File: src/rtl/miriscv_data_initiator.sv
// miriscv data-memory initiator: accepts one load/store command at a time,
// issues a single-cycle request on the data bus, waits for rvalid and returns
// the extracted/extended load data, or an error for illegal, misaligned or
// timed-out accesses.
module miriscv_data_initiator #(
    parameter int TIMEOUT_CYCLES = 16
) (
    input  logic        clk_i,
    input  logic        arstn_i,

    input  logic        cmd_valid_i,
    output logic        cmd_ready_o,
    input  logic        cmd_we_i,
    input  logic [1:0]  cmd_size_i,
    input  logic        cmd_unsigned_i,
    input  logic [31:0] cmd_addr_i,
    input  logic [31:0] cmd_wdata_i,

    output logic        rsp_valid_o,
    output logic [31:0] rsp_rdata_o,
    output logic        rsp_err_o,

    output logic        data_req_o,
    output logic        data_we_o,
    output logic [3:0]  data_be_o,
    output logic [31:0] data_addr_o,
    output logic [31:0] data_wdata_o,
    input  logic        data_rvalid_i,
    input  logic [31:0] data_rdata_i
);

    typedef enum logic [1:0] {
        IDLE = 2'd0,
        REQ  = 2'd1,
        WAIT = 2'd2
    } state_t;

    // Counter only has to reach TIMEOUT_CYCLES-1; one bit minimum keeps it legal
    // when the timeout is disabled or trivially short.
    localparam int CW = (TIMEOUT_CYCLES > 1) ? $clog2(TIMEOUT_CYCLES) : 1;
    localparam logic [CW-1:0] TO_LAST = CW'((TIMEOUT_CYCLES > 0) ? TIMEOUT_CYCLES - 1 : 0);
    localparam bit TO_EN = (TIMEOUT_CYCLES > 0);

    state_t        state_reg;
    logic          we_reg;
    logic [1:0]    size_reg;
    logic          unsigned_reg;
    logic [1:0]    off_reg;
    logic [CW-1:0] cnt_reg;

    logic          cmd_legal;
    logic [3:0]    be_next;
    logic [31:0]   wdata_next;
    logic [31:0]   load_shift;
    logic [31:0]   load_next;
    logic          timeout_hit;

    assign cmd_ready_o = (state_reg == IDLE);

    // Size 3 is illegal; halves need addr[0]=0, words need addr[1:0]=0.
    assign cmd_legal = (cmd_size_i == 2'd0) ||
                       ((cmd_size_i == 2'd1) && !cmd_addr_i[0]) ||
                       ((cmd_size_i == 2'd2) && (cmd_addr_i[1:0] == 2'b00));

    // Per-lane byte enable: a lane is active if the access covers it.
    generate
        for (genvar gi = 0; gi < 4; gi++) begin : g_be_lane
            localparam logic [1:0] LANE = 2'(gi);
            assign be_next[gi] = (cmd_size_i == 2'd2) ||
                                 ((cmd_size_i == 2'd1) && (LANE[1] == cmd_addr_i[1])) ||
                                 ((cmd_size_i == 2'd0) && (LANE == cmd_addr_i[1:0]));
        end
    endgenerate

    // Replicate store data across the word so every lane carries it.
    always_comb begin
        wdata_next = cmd_wdata_i;
        case (cmd_size_i)
            2'd0:    wdata_next = {4{cmd_wdata_i[7:0]}};
            2'd1:    wdata_next = {2{cmd_wdata_i[15:0]}};
            default: wdata_next = cmd_wdata_i;
        endcase
    end

    assign load_shift = data_rdata_i >> {off_reg, 3'b000};

    // Narrow the shifted read word to the access size and extend it.
    always_comb begin
        load_next = load_shift;
        case (size_reg)
            2'd0:    load_next = unsigned_reg ? {24'h0, load_shift[7:0]}
                                              : {{24{load_shift[7]}}, load_shift[7:0]};
            2'd1:    load_next = unsigned_reg ? {16'h0, load_shift[15:0]}
                                              : {{16{load_shift[15]}}, load_shift[15:0]};
            default: load_next = load_shift;
        endcase
    end

    // Last permitted WAIT cycle without rvalid; timeout beats a coincident rvalid.
    assign timeout_hit = TO_EN && (cnt_reg == TO_LAST);

    // Command FSM with registered bus and response outputs.
    always_ff @(posedge clk_i or negedge arstn_i) begin
        if (!arstn_i) begin
            state_reg    <= IDLE;
            we_reg       <= 1'b0;
            size_reg     <= 2'd0;
            unsigned_reg <= 1'b0;
            off_reg      <= 2'd0;
            cnt_reg      <= '0;
            data_req_o   <= 1'b0;
            data_we_o    <= 1'b0;
            data_be_o    <= 4'h0;
            data_addr_o  <= 32'h0;
            data_wdata_o <= 32'h0;
            rsp_valid_o  <= 1'b0;
            rsp_err_o    <= 1'b0;
            rsp_rdata_o  <= 32'h0;
        end else begin
            rsp_valid_o <= 1'b0;
            rsp_err_o   <= 1'b0;
            rsp_rdata_o <= 32'h0;
            data_req_o  <= 1'b0;
            case (state_reg)
                IDLE: begin
                    if (cmd_valid_i) begin
                        if (cmd_legal) begin
                            we_reg       <= cmd_we_i;
                            size_reg     <= cmd_size_i;
                            unsigned_reg <= cmd_unsigned_i;
                            off_reg      <= cmd_addr_i[1:0];
                            cnt_reg      <= '0;
                            data_req_o   <= 1'b1;
                            data_we_o    <= cmd_we_i;
                            data_be_o    <= be_next;
                            data_addr_o  <= cmd_addr_i;
                            data_wdata_o <= cmd_we_i ? wdata_next : 32'h0;
                            state_reg    <= REQ;
                        end else begin
                            rsp_valid_o <= 1'b1;
                            rsp_err_o   <= 1'b1;
                        end
                    end
                end
                REQ: begin
                    state_reg <= WAIT;
                end
                WAIT: begin
                    if (timeout_hit) begin
                        rsp_valid_o <= 1'b1;
                        rsp_err_o   <= 1'b1;
                        state_reg   <= IDLE;
                    end else if (data_rvalid_i) begin
                        rsp_valid_o <= 1'b1;
                        rsp_rdata_o <= we_reg ? 32'h0 : load_next;
                        state_reg   <= IDLE;
                    end else begin
                        cnt_reg <= cnt_reg + 1'b1;
                    end
                end
                default: begin
                    state_reg <= IDLE;
                end
            endcase
        end
    end

endmodule

File: config.mk
export PLATFORM = sky130hd
export DESIGN_NAME = miriscv_data_initiator
export DESIGN_NICKNAME = d
export VERILOG_FILES = /design/src/rtl/miriscv_data_initiator.sv
export SDC_FILE = /design/constraint.sdc
export NUM_CORES = 1
export LEC_CHECK = 0
export ABC_AREA = 1
export BUFFER_PORTS_ARGS = -buffer_cell sky130_fd_sc_hd__buf_2
export CORE_MARGIN = 2
export CORE_UTILIZATION = 43
export DETAILED_ROUTE_END_ITERATION = 10
export PLACE_DENSITY = 0.74
export SYNTH_ARGS = -nofsm -noshare
export SYNTH_HDL_FRONTEND = slang
export SYNTH_SLANG_ARGS = --single-unit
export TNS_END_PERCENT = 20
File: constraint.sdc
create_clock -name clk_i -period 2.5 [get_ports clk_i]
set_input_delay 0.375 -clock clk_i [delete_from_list [all_inputs] [get_ports clk_i]]
set_output_delay 0.375 -clock clk_i [all_outputs]
set_load 0.005 [all_outputs]
==> metrics, run 1 <==
CP max FO 16; IO Count 209; PwrDens 923 nW/um^2; Max-slew headroom 0.551; Slowest Stage Delay on Critical Path 0.37 ns; CTS Hold Buffers Added 0; R2R cell count 6; Worst Path Required 2.76 ns; DP HPWL around 11 mm; Worst path slowest cell dfrtp_1; leakage power 4.05 nW; post-synth top area share 0.536; min-delay worst type input port to asynchronous set/reset pin; post-synthesis simple-gate area fraction 0.260; Post-Syn Instances about 620; unrepaired setup endpoints after global routing no; Die ar. 13200 um^2; initial antenna violation count 0; I/O Buffers 208; Detailed Route WL 14.4 mm; Fmax achieved about 0.57 GHz; clock power share 0.399; Die W 115 um; Comb pwr share 0.239; Seq pwr share 0.363; final hold violations 0; crit path cell chain inv_1 > nand3_1 > nand3_4 > nand3_2 > nand2_2 > nor2_1; Slew Limit Fails 0; Setup Skew about 0.007 ns; Synth async-reset ratio 1.00; CTS Sinks 113; Cell variety after synth 33; row count 40; Die Height between 100 and 150 um; Setup Total Neg Slack 0 ns; # H-tree levels 4; Arr. time, crit path 2.02 ns; Design Power 6.56 mW; CTS max path bufs 2; violation count after the first detailed-route iteration 398; clk slew on worst S/H paths roughly 0.060 ns; clock root buffer master clkbuf_16; Synth Area in Adders 0.00237; CP top delay family simple AND/OR/NAND/NOR gates; status completed; Synth Net Count about 730; Post-synth EDFFs 0; max-cap violation count 0; vias in the first global route 4686; Routed WL per cell approximately 14 um; final-layout fill cell count about 1100; Psw between 1.5 and 2 mW; GRT Total Usage 0.223; post_cts resized 0; Inserted Diodes 0; Top Registers data_addr_o: 32 flops, data_wdata_o: 32 flops, rsp_rdata_o: 32 flops; top post-synthesis cells by area dfrtp_1, nand2_1, o21ai_0, o21ai_2, nand3_1; Routed Antenna Nets 0; CTS tree done; R2R Path End rsp_rdata_o[18]; layout cells sized above 1 0.362; core area 12000 um^2; largest family of logic cells by synthesized area simple AND/OR/NAND/NOR gates; Vias ~4900; placed cells between 900 and 1000; Post-Synthesis Cell Area roughly 5300 um^2; synthesized flop and latch total 113; count of buffer and inverter cells on the critical path 1; worst skew pair latency 0.40 ns; reg2reg start data_addr_o[1]; Setup crit start kind flip-flop; first-pass GRT wire length ~23 mm; xor/xnor share of the synthesized area 0.00166; mux contribution to synthesized area 0; final setup vio count 0; Crit. End Element flip-flop; crit share post-route 0.704; Placer Congestion 0.875; Avg Inst Size Synth 8.48 um^2; Compound-Gate Fraction of Synth Area 0.131; area leader, netlist dfrtp_1; post-layout minimum cycle time about 1.8 ns; Internal 4.59 mW; Sw Ratio 0.301; starting density of the core 0.440; final instance area 7100 um^2; top cells by count, synth nand2_1, dfrtp_1, o21ai_0; cts bufs inserted 17; Area Growth Syn to Fin 34.5%; r2r setup slk 0.74 ns; Vias/cell 4.97; sequential area share after synthesis 0.536; largest net degree at the start of global routing 50; Worst Max-Slew Pin Slew 0.673 ns; Yosys warning total 0; post-route insts no fill 993; crit path kind flip-flop to flip-flop; Post-DP Area approximately 6500 um^2; Setup Buffers After CTS 0; GR Overflow Total 0; worst vdd ir 410 uV; drt first pass iters 5; Layout Nets 938; Synth Flop Type dfrtp_1; Levels on crit path 6; count leader, synth nand2_1; post-route DRC violation count 0
-- power groups by stage --
stage	combinational (mW)	sequential, mW	clock (mW)
floorplan	0.894	2.40	0
global placement	1.55	2.40	0
detailed placement	1.58	2.39	0
CTS	1.58	2.38	2.66
global route	1.78	2.42	2.75
finish	1.56	2.38	2.62
-- layout by cell type (no fill, tap or decap), drive strengths merged --
cell type	n
clkinvlp	2
nor3	3
inv	45
o31ai	7
a21oi	16
nand4	1
nor2	37
o21bai	1
o21ai	74
clkinv	6
buf	222
nand3	35
o2111ai	3
xor2	1
clkbuf	20
nand2	239
dfrtp	113
nor3b	1
ha	1
o211ai	8
bufinv	5
or2	6
-- through the flow --
stage | utilization | setup slack [ns] | hold slack [ns]
2_1_floorplan | - | 1.09 | 0.0794
3_3_place_gp | 0.538 | 0.720 | 0.453
3_5_place_dp | 0.538 | 0.666 | 0.454
4_1_cts | 0.591 | 0.708 | 0.0326
5_1_grt | 0.591 | 0.580 | 0.0541
6_report | 0.591 | 0.740 | 0.0261
-- worst max-delay path by stage --
stage | from | slack (ns) | end
global placement | cmd_size_i[1] | 0.72 | data_wdata_o[12]
CTS | data_addr_o[1] | 0.71 | rsp_rdata_o[18]
finish | data_addr_o[1] | 0.74 | rsp_rdata_o[18]
global route | data_addr_o[1] | 0.58 | rsp_rdata_o[20]
detailed placement | cmd_size_i[1] | 0.67 | data_wdata_o[28]
floorplan | cnt_reg[0] | 1.09 | rsp_rdata_o[21]
-- area by class of cell --
cell class	instances	area, um^2	area share
well taps	147	184	0.0259
multi-input cells	433	2080	0.293
clock buffers	20	437	0.0615
flip-flops and latches	113	2830	0.398
clock inverters	12	209	0.0294
repair buffers	222	1190	0.167
inverters	46	178	0.0250
-- worst register-to-register path, delay by kind of cell, from the launching register on --
| family | cells | cell delay (ns) |
|---|---|---|
| AND/OR/NAND/NOR | 5 | 0.93 |
| flip-flops | 1 | 0.37 |
| buffers and inverters | 1 | 0.33 |
-- cells by family after synthesis --
| logic type | Yosys count |
|---|---|
| buf+inv | 77 |
| xor+xnor | 1 |
| simple gates | 322 |
| flops | 113 |
| fa+ha+maj | 1 |
| compound gates | 109 |
-- layer usage --
metal | track usage | vias up | share of wire
met1 | 0.285 | 2286 | 0.42
met4 | 0.0691 | 0 | 0.017
met3 | 0.0633 | 15 | 0.081
met5 | 0 | - | 0
met2 | 0.371 | 220 | 0.48
li1 | - | 2416 | -
Note: power is estimated with default switching activity, not from simulation.
==> run 2: changes to the inputs <==
- ABC_AREA: 1 -> 0
- clock period: 2.5 -> 1.8 ns (I/O delays scaled with it)
==> metrics, run 2 <==
status completed; core area 12000 um^2; Setup Total Neg Slack 0 ns; Fmax achieved 0.580 GHz; Setup crit start kind flip-flop; Detailed Route WL 14.5 mm; final-layout fill cell count 1027; Post-Syn Instances approximately 450; Crit. End Element flip-flop; CP max FO 8; Synth async-reset ratio 1.00; drt first pass iters 5; row count 40; area leader, netlist dfrtp_1; Routed WL per cell 17.4 um; Internal between 6 and 7 mW; Routed Antenna Nets 0; IO Count roughly 210; Synth Net Count 557; final instance area 7200 um^2; Post-DP Area ~6500 um^2; starting density of the core 0.440; cts bufs inserted 17; vias in the first global route 4361; top post-synthesis cells by area dfrtp_1, mux2i_1, o21ai_0, mux2_4, mux2_2; layout cells sized above 1 0.458; Comb pwr share 0.250; CTS Sinks 113; final setup vio count 0; clk slew on worst S/H paths 0.05 ns; Placer Congestion 0.859; I/O Buffers 208; Top Registers data_addr_o: 32 flops, data_wdata_o: 32 flops, rsp_rdata_o: 32 flops; unrepaired setup endpoints after global routing no; final worst setup slack 0.0759 ns; crit share post-route 0.958; Psw 2.60 mW; crit path kind flip-flop to flip-flop; Place WS about 0.013 ns; count leader, synth dfrtp_1; Yosys warning total 0; clock power share 0.385; Arr. time, crit path just over 2 ns; Synth Flop Type dfrtp_1; area taken by multi-input logic gates around 2200 um^2; Post-synth EDFFs 0; Vias 4469; Layout Nets 779; Die Height 115 um; leakage power 3.74 nW; Worst Max-Slew Pin Slew slightly above 0.4 ns; Post-Synthesis Cell Area 5270 um^2; PwrDens 1300 nW/um^2; Die W 115 um; Area Growth Syn to Fin 36.7%; GR Overflow Total 0; Reg area around 2800 um^2; final hold violations 0; Max-slew headroom 0.719; most frequent cells in the layout buf_2, dfrtp_1, o21ai_0; violation count after the first detailed-route iteration ~330; Cell variety after synth 47; max-cap violation count 0; Sw Ratio 0.278; post-route DRC violation count 0; Setup Buffers After CTS 0; initial antenna violation count 1; Die ar. 13100 um^2; largest net degree at the start of global routing 40; top cells by count, synth dfrtp_1, o21ai_0, mux2i_1; Worst Path Required ~2.1 ns; CTS max path bufs 2; clock root buffer master clkbuf_16; first-pass GRT wire length between 20 and 25 mm; post-layout util 0.602; CTS tree done; worst skew pair latency about 0.41 ns; DP HPWL 10.3 mm; Vias/cell between 5 and 6; post-layout minimum cycle time approximately 1.7 ns; most common cell after layout, fill and taps aside buf_2; Setup Skew approximately 0.0076 ns; Seq pwr share 0.365; Inserted Diodes 0; synthesized flop and latch total 113; # H-tree levels 4; post-synth top area share 0.537; Avg Inst Size Synth 11.6 um^2; sequential area share after synthesis 0.537; Slew Limit Fails 0; GRT Total Usage 0.221; min-delay worst type input port to flip-flop; worst vdd ir 603 uV
run 2: kinds of logic (layout without fill, tap and decap cells):
logic type      count (synthesis)  count (layout)  synth area share
simple gates                   73              73            0.0694
xor+xnor                        1               1           0.00166
buf+inv                        40             274            0.0432
flops                         113             113             0.537
mux                            83              83             0.182
fa+ha+maj                       1               1           0.00238
compound gates                141             141             0.164
run 2: path summary, 6_finish.rpt:
check	startpoint	end	slack (ns)	cells past startpoint
max	data_addr_o[1]	rsp_rdata_o[11]	0.08	4
min	cmd_addr_i[16]	data_addr_o[16]	0.09	2
max reg2reg	data_addr_o[1]	rsp_rdata_o[11]	0.08	4
min reg2reg	data_be_o[0]	data_be_o[0]	0.48	1
max in group asynchronous	arstn_i	rsp_rdata_o[1]	0.87	3
min in group asynchronous	arstn_i	data_addr_o[10]	0.31	2
run 2: critical path: stages, from the launching register on:
cell     delay, ns
dfrtp_1       0.45
mux2i_1       0.18
mux2_2        0.30
or3_1         0.48
a21oi_1       0.23
run 2: per-layer routing:
| layer | part of all wire | track usage |
|---|---|---|
| met5 | 0.00076 | 0 |
| met4 | 0.023 | 0.0911 |
| met3 | 0.094 | 0.0768 |
| met2 | 0.47 | 0.353 |
| met1 | 0.41 | 0.273 |
run 2: per-stage QoR:
| step | power (mW) | hold WS [ns] | instances |
|---|---|---|---|
| floorplan | 4.75 | -0.0256 | 452 |
| global placement | 5.70 | 0.183 | 801 |
| detailed placement | 5.78 | 0.189 | 801 |
| CTS | 9.44 | 0.0743 | 833 |
| global route | 9.82 | 0.0774 | 833 |
| finish | 9.36 | 0.0916 | 833 |
run 2: final cells by class:
class / instances / area share
flip-flops and latches: 113 / 0.393
multi-input cells: 299 / 0.308
repair buffers: 237 / 0.183
clock buffers: 21 / 0.0626
clock inverters: 10 / 0.0256
well taps: 147 / 0.0256
inverters: 6 / 0.00330
run 2: what timing repair did:
item | in CTS | in global routing
endpoints found under the hold margin | 21 | 0
gates resized for setup | 0 | 1
hold buffers | 1 | 0
setup endpoints to repair | 0 | 8
run 2: power groups by stage:
stage	clock network [mW]	logic, mW	registers (mW)
final	3.60	2.34	3.42
after global routing	3.77	2.56	3.49
after CTS	3.66	2.35	3.42
after detailed placement	0	2.33	3.45
after global placement	0	2.26	3.43
after floorplan	0	1.30	3.45
==> run 3: changes to the inputs <==
- PLACE_DENSITY: 0.74 -> default
- PLACE_DENSITY_LB_ADDON: default -> 0.08
==> metrics, run 3 (synthesized netlist as in run 2, its figures left out) <==
status completed; Arr. time, crit path 2.02 ns; Area Growth Syn to Fin 36.5%; worst setup path endpoint rsp_rdata_o[26]; violation count after the first detailed-route iteration 302; CTS max path bufs 2; I/O Buffers between 200 and 250; DP HPWL 10.2 mm; vias in the first global route 4465; worst setup path startpoint cnt_reg[0]; post-route DRC violation count 0; row count 40; most common cell after layout, fill and taps aside buf_2; Slew Limit Fails 0; clk slew on worst S/H paths 0.06 ns; CP max FO 8; first-pass GRT wire length 22.6 mm; Design Power 9.19 mW; Hold Slack around 0.085 ns; CTS tree done; Placer Congestion 0.807; min-delay worst type input port to flip-flop; core area 12000 um^2; Setup Buffers After CTS 0; Routed Antenna Nets 0; post-layout minimum cycle time ~1.7 ns; crit share post-route 0.931; Max-slew headroom 0.697; GRT Total Usage 0.223; Inserted Diodes 0; final hold violations 0; final setup vio count 0; starting density of the core 0.440; reg2reg start cnt_reg[0]; cts bufs inserted 17; GR Overflow Total 0; CTS Sinks 113; # H-tree levels 4; layout cells sized above 1 0.467; Detailed Route WL 14.1 mm; Worst Max-Slew Pin Slew 0.455 ns; leakage power 3.73 nW; Setup Skew between 0.006 and 0.007 ns; largest net degree at the start of global routing 84; R2R cell count 6; Top Registers data_addr_o: 32 flops, data_wdata_o: 32 flops, rsp_rdata_o: 32 flops; Worst Path Required 2.15 ns; max-cap violation count 0; Fmax achieved 0.597 GHz; most frequent cells in the layout buf_2, dfrtp_1, o21ai_0; r2r setup slk 0.12 ns; PwrDens 1280 nW/um^2; drt first pass iters 4; placed cells 802; Vias/cell 5.16; IO Count ~210; Crit. End Element flip-flop; Vias 4307; worst vdd ir 651 uV; clock root buffer master clkbuf_16; post-route insts no fill 835; Routed WL per cell 16.9 um; Die W 115 um; Die Height 115 um; initial antenna violation count 0; Setup crit start kind flip-flop; worst skew pair latency 0.41 ns; Layout Nets 780; Die ar. 13100 um^2; R2R Path End rsp_rdata_o[26]; crit path kind flip-flop to flip-flop
## run 3: cell types whose count changed in the layout (fill, tap and decap cells not counted), sizes merged
cell and change:
inv +1, clkinvlp +1, clkinv +2, bufinv -2, clkbuf -1, buf +1
## run 3: worst min-delay path by stage
| stage | startpoint | endpoint | slack (ns) | cells after the start |
|---|---|---|---|---|
| 5_1_grt | cmd_addr_i[11] | data_addr_o[11] | 0.07 | 2 |
| 4_1_cts | cmd_addr_i[11] | data_addr_o[11] | 0.07 | 2 |
| 6_report | cmd_addr_i[11] | data_addr_o[11] | 0.09 | 2 |
| 3_3_place_gp | arstn_i | rsp_rdata_o[29] | 0.34 | 2 |
| 3_5_place_dp | arstn_i | rsp_rdata_o[29] | 0.34 | 2 |
| 2_1_floorplan | arstn_i | cnt_reg[0] | -0.03 | 0 |
## run 3: power breakdown
part | internal [mW] | leakage, nW | switching (mW) | total (mW)
Sequential | 3.09 | 1.46 | 0.326 | 3.41
Clock | 2.25 | 0.293 | 1.19 | 3.44
Combinational | 1.21 | 1.98 | 1.12 | 2.33
## run 3: metrics by stage
step	util	instance area (um^2)	setup slack (ns)	setup TNS, ns
final	0.601	7190	0.124	0
after global routing	0.601	7190	-0.0000975	-0.0000975
after CTS	0.599	7170	0.0552	0
after global placement	0.547	6540	-0.0311	-0.555
after detailed placement	0.547	6540	-0.0447	-0.676
after floorplan	-	5270	0.0421	0
## run 3: area by class of cell
type,count,area (um^2)
fill,1028,4770
sequential,113,2830
multi-input combinational,299,2230
timing repair buffer,238,1310
clock buffer,20,457
tap,147,184
clock inverter,12,158
inverter,6,23.8
## run 3: per-layer routing
metal / wire length (um) / global-route usage
met4: 164 / 0.0732
met3: 960 / 0.0709
met5: 0 / 0
met2: 7040 / 0.370
met1: 5980 / 0.276
## run 3: repair_timing
item,in CTS,in global routing
endpoints found under the hold margin,113,0
resized for setup,0,6
setup endpoints to repair,0,19
hold buffers,1,0
## run 3: worst max-delay path, stage by stage (launching register included)
cell and delay (ns):
dfrtp_1 0.41, ha_1 0.23, nand3_1 0.19, nand3_4 0.14, a2111oi_4 0.33, buf_4 0.21
a21o_1 0.10
